==> config.mk <==
export PLATFORM = sky130hd
export DESIGN_NAME = audio_mix
export DESIGN_NICKNAME = d
export VERILOG_FILES = /design/src/rtl/audio_mix_pkg.sv /design/src/rtl/audio_dcblock.sv /design/src/rtl/audio_mix.sv
export SDC_FILE = /design/constraint.sdc
export NUM_CORES = 1
export LEC_CHECK = 0
export ABC_CLOCK_PERIOD_IN_PS = 4070
export CAP_MARGIN = 30
export CORE_MARGIN = 1
export CORE_UTILIZATION = 52
export CTS_CLUSTER_SIZE = 12
export DETAILED_ROUTE_END_ITERATION = 10
export GPL_ROUTABILITY_DRIVEN = 0
export GPL_TIMING_DRIVEN = 0
export PLACE_DENSITY = 0.78
export SLEW_MARGIN = 40
export SYNTH_ARGS = -nofsm -noshare
export SYNTH_HDL_FRONTEND = slang
export SYNTH_HIERARCHICAL = 1
export SYNTH_SLANG_ARGS = --single-unit
==> constraint.sdc <==
create_clock -name clk_sys -period 4.07 [get_ports clk_sys]
set_clock_uncertainty 0.2 [all_clocks]
set_input_delay 0.6105 -clock clk_sys [delete_from_list [all_inputs] [get_ports clk_sys]]
set_output_delay 0.6105 -clock clk_sys [all_outputs]
set_load 0.02 [all_outputs]
==> src/rtl/audio_mix_pkg.sv <==
// audio_mix_pkg: shared types and helpers for the audio mixing stage.
//   mix_state_e : fade/switch FSM state
//   MIX_W       : width of the raw per-channel sum
//   OUT_W       : width of the output sample
//   mix_sum()   : raw 10-bit sum for one channel in the selected mode
package audio_mix_pkg;

    localparam int unsigned MIX_W = 10;
    localparam int unsigned OUT_W = 16;

    typedef enum logic [1:0] {
        StRun,
        StFadeOut,
        StSwitch,
        StFadeIn
    } mix_state_e;

    // psg_main is channel A for the left side, channel C for the right side.
    // Worst case 0x1FE + 0xFF + 0xE0 stays below 2^10, so no saturation is needed.
    function automatic logic [MIX_W-1:0] mix_sum(
        input logic       covox_mode,
        input logic [7:0] cov_byte,
        input logic [7:0] psg_main,
        input logic [7:0] psg_b,
        input logic [2:0] spk,
        input logic       psg_active
    );
        logic [MIX_W-1:0] spk_term;
        spk_term = {2'b00, spk, 5'b00000};
        if (covox_mode) begin
            return {1'b0, cov_byte, 1'b0} + spk_term;
        end else if (psg_active) begin
            return {1'b0, psg_main, 1'b0} + {2'b00, psg_b} + spk_term;
        end else begin
            return {spk, 7'b0000000};
        end
    endfunction

endpackage

==> src/rtl/audio_dcblock.sv <==
// audio_dcblock: single-channel first-order DC blocker used by audio_mix when
// AUDIO_MIX_DCBLOCK_EN is defined.
//   clk_sys : system clock
//   reset   : synchronous active-high reset, clears filter state
//   clr     : synchronous clear of filter state (mode switch)
//   en      : advance filter state this cycle (stage-2 sample cycles)
//   din     : unsigned offset-binary input sample
//   dout    : unsigned offset-binary filtered sample (combinational)
module audio_dcblock
    import audio_mix_pkg::*;
(
    input  logic             clk_sys,
    input  logic             reset,
    input  logic             clr,
    input  logic             en,
    input  logic [OUT_W-1:0] din,
    output logic [OUT_W-1:0] dout
);

    localparam logic signed [17:0] SatMax = 18'sd32767;
    localparam logic signed [17:0] SatMin = -18'sd32768;

    logic signed [17:0] x;
    logic signed [17:0] y;
    logic signed [17:0] x_prev_q;
    logic signed [17:0] y_prev_q;

    assign x = $signed({2'b00, din}) - 18'sd32768;
    assign y = x - x_prev_q + y_prev_q - (y_prev_q >>> 8);

    // Saturate to signed 16 bits, then flip the MSB to return to offset binary.
    always_comb begin
        dout = 16'h0000;
        if (y > SatMax) begin
            dout = 16'hFFFF;
        end else if (y < SatMin) begin
            dout = 16'h0000;
        end else begin
            dout = y[15:0] ^ 16'h8000;
        end
    end

    always_ff @(posedge clk_sys) begin
        if (reset || clr) begin
            x_prev_q <= '0;
            y_prev_q <= '0;
        end else if (en) begin
            x_prev_q <= x;
            y_prev_q <= y;
        end
    end

endmodule

==> src/rtl/audio_mix.sv <==
// audio_mix: sample-rate mixer for PSG, speaker and Covox sources with click-free
// fade-out / fade-in on every PSG <-> Covox mode change.
// Optional feature: define AUDIO_MIX_DCBLOCK_EN to add a per-channel DC blocker.
//   clk_sys      : system clock
//   reset        : synchronous active-high reset
//   ce           : one-cycle sample tick
//   covox_enable : requested mode (1 = Covox, 0 = PSG)
//   covox_data   : Covox latch, [7:0] left, [15:8] right
//   spk          : speaker bits
//   psg_a/b/c    : PSG channels, unsigned
//   psg_active   : PSG has at least one active channel
//   left/right   : unsigned offset-binary samples
//   valid        : one-cycle pulse when left/right update (2 cycles after ce)
//   mode         : mode currently being played
//   fading       : high while a fade is in progress
module audio_mix
    import audio_mix_pkg::*;
#(
    parameter int unsigned RAMP_SHIFT = 4,
    parameter int unsigned RAMP_DIV   = 64
) (
    input  logic             clk_sys,
    input  logic             reset,
    input  logic             ce,
    input  logic             covox_enable,
    input  logic [15:0]      covox_data,
    input  logic [2:0]       spk,
    input  logic [7:0]       psg_a,
    input  logic [7:0]       psg_b,
    input  logic [7:0]       psg_c,
    input  logic             psg_active,
    output logic [OUT_W-1:0] left,
    output logic [OUT_W-1:0] right,
    output logic             valid,
    output logic             mode,
    output logic             fading
);

    localparam int unsigned GAIN_W = RAMP_SHIFT + 1;
    localparam int unsigned PROD_W = OUT_W + RAMP_SHIFT + 1;
    localparam logic [GAIN_W-1:0] GainUnity = GAIN_W'(1) << RAMP_SHIFT;
    localparam logic [GAIN_W-1:0] GainOne   = GAIN_W'(1);
    localparam logic [7:0]        DivLast   = 8'(RAMP_DIV - 1);

    mix_state_e        state_q;
    logic [GAIN_W-1:0] gain_q;
    logic [7:0]        tick_q;
    logic              mode_q;
    logic              fading_q;
    logic              tick_step;

    assign tick_step = (tick_q == DivLast);

    // Fade FSM; everything advances only on the sample tick.
    always_ff @(posedge clk_sys) begin
        if (reset) begin
            state_q  <= StRun;
            gain_q   <= GainUnity;
            tick_q   <= 8'd0;
            mode_q   <= covox_enable;
            fading_q <= 1'b0;
        end else if (ce) begin
            case (state_q)
                StRun: begin
                    if (covox_enable != mode_q) begin
                        state_q  <= StFadeOut;
                        fading_q <= 1'b1;
                        tick_q   <= 8'd0;
                    end
                end
                StFadeOut: begin
                    if (tick_step) begin
                        tick_q <= 8'd0;
                        if (gain_q <= GainOne) begin
                            gain_q  <= '0;
                            state_q <= StSwitch;
                        end else begin
                            gain_q <= gain_q - GainOne;
                        end
                    end else begin
                        tick_q <= tick_q + 8'd1;
                    end
                end
                StSwitch: begin
                    // If the request was withdrawn this keeps the old mode.
                    mode_q  <= covox_enable;
                    state_q <= StFadeIn;
                    tick_q  <= 8'd0;
                end
                StFadeIn: begin
                    if (covox_enable != mode_q) begin
                        // Reverse from the current gain, no jump.
                        state_q <= StFadeOut;
                        tick_q  <= 8'd0;
                    end else if (tick_step) begin
                        tick_q <= 8'd0;
                        if (gain_q >= GainUnity - GainOne) begin
                            gain_q   <= GainUnity;
                            state_q  <= StRun;
                            fading_q <= 1'b0;
                        end else begin
                            gain_q <= gain_q + GainOne;
                        end
                    end else begin
                        tick_q <= tick_q + 8'd1;
                    end
                end
                default: begin
                    state_q <= StRun;
                end
            endcase
        end
    end

    // Stage 1: raw sums, selected by the mode actually being played.
    logic [MIX_W-1:0] l10_q;
    logic [MIX_W-1:0] r10_q;
    logic             s1_vld_q;

    always_ff @(posedge clk_sys) begin
        if (reset) begin
            l10_q    <= '0;
            r10_q    <= '0;
            s1_vld_q <= 1'b0;
        end else begin
            s1_vld_q <= ce;
            if (ce) begin
                l10_q <= mix_sum(mode_q, covox_data[7:0], psg_a, psg_b, spk, psg_active);
                r10_q <= mix_sum(mode_q, covox_data[15:8], psg_c, psg_b, spk, psg_active);
            end
        end
    end

    // Stage 2: scale by gain at full width, then truncate.
    logic [OUT_W-1:0]  mix_l;
    logic [OUT_W-1:0]  mix_r;
    logic [PROD_W-1:0] prod_l;
    logic [PROD_W-1:0] prod_r;
    logic [OUT_W-1:0]  gained_l;
    logic [OUT_W-1:0]  gained_r;
    logic [OUT_W-1:0]  out_l;
    logic [OUT_W-1:0]  out_r;

    assign mix_l    = {l10_q, {(OUT_W - MIX_W){1'b0}}};
    assign mix_r    = {r10_q, {(OUT_W - MIX_W){1'b0}}};
    assign prod_l   = PROD_W'(mix_l) * PROD_W'(gain_q);
    assign prod_r   = PROD_W'(mix_r) * PROD_W'(gain_q);
    assign gained_l = OUT_W'(prod_l >> RAMP_SHIFT);
    assign gained_r = OUT_W'(prod_r >> RAMP_SHIFT);

`ifdef AUDIO_MIX_DCBLOCK_EN
    logic dc_clr;
    assign dc_clr = ce && (state_q == StSwitch);

    audio_dcblock u_dcblock_l (
        .clk_sys (clk_sys),
        .reset   (reset),
        .clr     (dc_clr),
        .en      (s1_vld_q),
        .din     (gained_l),
        .dout    (out_l)
    );

    audio_dcblock u_dcblock_r (
        .clk_sys (clk_sys),
        .reset   (reset),
        .clr     (dc_clr),
        .en      (s1_vld_q),
        .din     (gained_r),
        .dout    (out_r)
    );
`else
    assign out_l = gained_l;
    assign out_r = gained_r;
`endif

    logic [OUT_W-1:0] left_q;
    logic [OUT_W-1:0] right_q;
    logic             valid_q;

    always_ff @(posedge clk_sys) begin
        if (reset) begin
            left_q  <= '0;
            right_q <= '0;
            valid_q <= 1'b0;
        end else begin
            valid_q <= s1_vld_q;
            if (s1_vld_q) begin
                left_q  <= out_l;
                right_q <= out_r;
            end
        end
    end

    assign left   = left_q;
    assign right  = right_q;
    assign valid  = valid_q;
    assign mode   = mode_q;
    assign fading = fading_q;

endmodule

Yosys cells after proc, flatten, opt, wreduce, memory -nomap -nowiden
Cells that the tools add are included.
Cells by class
  $add $sub $neg: 9
  multiply operators: 2
  order comparisons: 2
  eq/ne operators: 13
  mux-type cells: 29
  reductions and logical operators: 10
Operator list (number)
  9-bit by 8-bit adder with 10-bit output: 4
  10-bit two-way mux: 4
  8-bit one-hot mux with 4 select lines: 1
  10-bit by 5-bit multiplier with 14-bit output: 2
  5-bit two-way mux: 5
  8-bit two-way mux: 3
  10-bit by 8-bit adder with 10-bit output: 2
  2-bit two-way mux: 6
  2-bit != test, second input constant: 6
  6-bit AND reduction: 2
  5-bit one-hot mux with 2 select lines: 1
  8-bit by 1-bit adder with 8-bit output, second input constant: 1
  8-bit by 6-bit equality test with 1-bit output, second input constant: 1
  2-bit one-hot mux with 4 select lines: 1
  2-bit nonzero test: 4
  1-bit two-way mux: 7
  3-bit != test, second input constant: 2
  5-bit by 1-bit adder with 5-bit output, second input constant: 1
  5-bit by 4-bit >= comparator with 1-bit output, second input constant: 1
  5-bit by 1-bit <= comparator with 1-bit output, second input constant: 1
  5-bit AND reduction: 1
  5-bit by 1-bit subtractor with 5-bit output, second input constant: 1
  2-bit equality test, second input constant: 2
  2-bit AND reduction: 2
  4 further kinds: 4
Storage, ports and cells
  register bits after elaboration: 67
  input bits: 48
  output and inout bits: 35
  logic and storage cells: 76

Depth between registers and ports, before layout
  word-level depth: 5
  gate-level depth with buffers: 16
  mapped depth without buffers: 14

Worst setup path after synthesis
OpenSTA, ideal clock, no wires.
  kind: register to register
  from: register gain_q[4]
  to: register right_q[12] (netlist: right[12])
  setup time: 71 ps
  arrival: 4201 ps
  required time: 3799 ps
  path slack: -402 ps
  stages on the path, launching flop included: 15
  path buffers: 2
  clock period less this slack: 4472 ps
  path through: dfxtp_1 clkbuf_1 clkbuf_1 nand2_1 fa_1 fa_1 fa_1 inv_1 ha_1 a211oi_1 nor2_1 or2_1 a221oi_1 mux2_2 a21oi_1
On the way
  word-level cells in the longest chain between the ends: 1
Ends and longest elaborated chain
  from (decl): RTL line audio_mix.sv:46  | logic [GAIN_W-1:0] gain_q;
  from (signal assigned): RTL line audio_mix.sv:58  | gain_q <= GainUnity;
  from (signal assigned): RTL line audio_mix.sv:78  | gain_q <= gain_q - GainOne;
  from (signal assigned): RTL line audio_mix.sv:98  | gain_q <= GainUnity;
  10-bit by 5-bit multiplier with 14-bit output: RTL line audio_mix.sv:147  | assign prod_r = PROD_W'(mix_r) * PROD_W'(gain_q);
  to (signal assigned): RTL line audio_mix.sv:190  | right_q <= out_r;
  to (decl): RTL line audio_mix.sv:178  | logic [OUT_W-1:0] right_q;
Every way passes these cells.
A chain may end at the register's enable or synchronous reset.

Final worst setup path
  from: register gain_q[2]
  to: register right_q[13] (netlist: right[13])
Same word-level chain as after synthesis.

==> qor.txt <==
Clock power frac -> 0.407
R2R cell count -> 12
CP max FO -> 5
YS warnings -> 6
Largest net degree at the start of global routing -> 12
Post-synth EDFFs -> 1
Async SR Flop Fraction -> 0
# hold bufs at CTS -> 0
Routed WL -> 17,800 µm
Netlist Area Pre-Place -> 6750 µm²
Initial DRC Count -> 382
Die Wd -> 116 µm
Sequential-to-total area share from yosys stat -> 0.194
Min cycle time layout -> 4.01 ns
Worst Hold Slack -> 0.253 ns
Die Footprint -> 13,400 µm²
Total CTS buffers -> 9
Endpoints failing setup -> 0
Clk pin slew, worst setup/hold paths -> 0.06 ns
Antenna diodes -> 0
# rows -> 41
Clock root cell -> clkbuf_16
Psw -> 0.624 mW
Seq cells post-synth -> 65
Internal -> 1.48 mW
Top_reg_cell synth -> dfxtp_1
Static leakage -> 3.85 nW
Area growth, synth to finish -> 27.4%
RSZ-0062 raised after global routing -> true
Ratio of cells with drive above 1 in the final layout -> 0.121
Tot GR Track Use -> 0.277
Vias in the first global route -> 5,849
Setup TNS -> 0 ns
ANT nets after route -> 0
# DRC -> 0
Switch share -> 0.296
Port Buffers -> 77
Peak VDD IR -> 181 µV
FF/Latch Area -> 1320 µm²
Arrival time worst endpoint -> 4.02 ns
Max-slew violation count -> 0
Fmax -> 249 MHz
Clk_lat worst skew -> 0.34 ns
Fin cells -> 1,080
Area of the multi-input gates -> 5250 µm²
I/O pins -> 83
Final Hold Fails -> 0
Final total power -> 2.11 mW
Detail-routed via count per cell -> 5.49
H-Tree Depth -> 3
CTS tree -> yes
Filler cells -> 1,002
Initial antenna violation count -> 0
Period utilization -> 0.985
Initial Util -> 0.535
Slew @ Worst Pin -> 0.777 ns
Post-DR wirelength/cell -> 16.5 µm
Placed wire-length estimate -> 13,100 µm
Syn Inst Count -> 792
MaxCap Viol Count -> 0
Synth top area share -> 0.190
Syn Area/Cell -> 8.52 µm²
CTS Sinks -> 65
Core Area -> 12,600 µm²
Synth area leader -> dfxtp_1
GR Overflow Total -> 0
Worst setup SP type -> flop
Worst Path Required -> 4.08 ns
Outcome -> completed
Reg power frac -> 0.336
Crit Path Class -> flop to flop
Post-Place Cells -> 1,044
Nets -> 1,090
Comb power frac -> 0.256
Vias -> 5,929
Endpoint class of the critical path -> flop
DRT Pass-1 Iters -> 5
Die Height -> 116 µm
Min-delay worst type -> flop to flop
Count of different cell masters after synthesis -> 62
Min-Delay Path Depth -> 2
Relative slew slack -> 0.482
First-pass GRT wire length -> 28,500 µm
Synth top area cells -> dfxtp_1 (19%), fa_1 (17%), ha_1 (15%)
Bufs on Longest Clock Path -> 2
PwrDens -> 245 nW/µm²
-- registers in the layout (all words and copies together), names as in the netlist, 2 cells and up --
register,count
left,13
l10_q,10
tick_q,8
right,14
gain_q,5
r10_q,9
state_q,2
-- critical path, cell delays in order, from the launching register on --
cell	delay, ns
dfxtp_4	0.37
clkbuf_16	0.15
buf_4	0.15
and2_1	0.15
fa_1	0.50
fa_1	0.58
fa_1	0.47
ha_4	0.29
a21o_1	0.24
o41ai_4	0.32
o21ai_1	0.11
xnor2_1	0.24
o21ai_0	0.10
-- final timing paths --
path	endpoint	from	slack [ns]
worst max-delay path	right[13]$_SDFFE_PP0P_	gain_q[2]$_SDFFE_PP0P_	0.06
worst min-delay path	left[14]$_SDFFE_PP0P_	left[14]$_SDFFE_PP0P_	0.25
worst max register to register	right[13]$_SDFFE_PP0P_	gain_q[2]$_SDFFE_PP0P_	0.06
worst min register to register	left[14]$_SDFFE_PP0P_	left[14]$_SDFFE_PP0P_	0.25
-- routing by layer --
layer | wire length [µm] | GRT usage | vias up | part of all wire
met5 | 0 | 0 | - | 0
met3 | 1010 | 0.0434 | 44 | 0.057
met2 | 8530 | 0.463 | 234 | 0.48
met1 | 7630 | 0.353 | 2767 | 0.43
met4 | 609 | 0.126 | 0 | 0.034
li1 | - | - | 2884 | -
-- synth_stat cells, drive strengths merged, types with 4 or more instances --
master	number
a211oi	20
a21o	13
a21oi	29
a221oi	4
a22oi	5
a31oi	4
and2	59
and3	4
buf	10
clkbuf	26
dfxtp	64
fa	56
ha	82
inv	86
mux2i	13
nand2	82
nand2b	5
nand3	7
nand4	6
nor2	65
nor2b	10
nor3	11
o211ai	8
o21a	9
o21ai	33
o22ai	5
xnor2	21
xor2	15
-- cell families (layout without fill, tap and decap cells) --
| group | after synthesis | after routing | share of synthesized area |
|---|---|---|---|
| multiplexers | 16 | 16 | 0.0243 |
| other | 1 | 4 | 0.000556 |
| buffers and inverters | 123 | 236 | 0.0716 |
| XOR/XNOR | 36 | 36 | 0.0478 |
| flip-flops | 65 | 65 | 0.194 |
| AO/OA/AOI/OAI | 155 | 155 | 0.160 |
| adder cells (fa/ha/maj) | 138 | 138 | 0.318 |
| AND/OR/NAND/NOR | 258 | 258 | 0.184 |
-- per-stage QoR --
step | utilization | setup WS (ns) | instance area [µm²]
3_3_place_gp | 0.617 | -0.381 | 7780
4_1_cts | 0.664 | 0.00204 | 8380
5_1_grt | 0.681 | -0.0722 | 8600
6_report | 0.681 | 0.0618 | 8600
3_5_place_dp | 0.617 | -0.460 | 7780
2_1_floorplan | - | 0.00626 | 6800
-- cell usage in the layout, fill, tap and decap left out, drive strengths merged, types with 21 or more instances in the layout --
| cell type | n |
|---|---|
| and2 | 59 |
| fa | 56 |
| inv | 86 |
| buf | 34 |
| nand2 | 82 |
| clkbuf | 35 |
| o21ai | 33 |
| dfxtp | 64 |
| clkdlybuf4s50 | 77 |
| a21oi | 29 |
| xnor2 | 21 |
| nor2 | 65 |
| ha | 82 |
-- power by group through the flow --
stage,registers [mW],logic [mW],clock network [mW]
after detailed placement,0.721,0.510,0
after global placement,0.720,0.498,0
final,0.709,0.541,0.858
after global routing,0.713,0.600,0.897
after CTS,0.706,0.520,0.853
after floorplan,0.721,0.336,0
-- layout make-up --
type,instances,share of cell area
Multi-Input combinational cell,607,0.610
Clock inverter,3,0.00757
Inverter,87,0.0380
Timing Repair Buffer,99,0.109
Buffer,35,0.0268
Clock buffer,12,0.0298
Tap cell,172,0.0250
Sequential cell,65,0.154
-- repair_timing --
item | CTS | global route
buffers inserted | 18 | 4
endpoints found under the setup margin | 13 | 11
cloned | 0 | 0
pin swaps | 20 | 45
resized for setup | 30 | 49
Power figures use the tool's default switching activity.
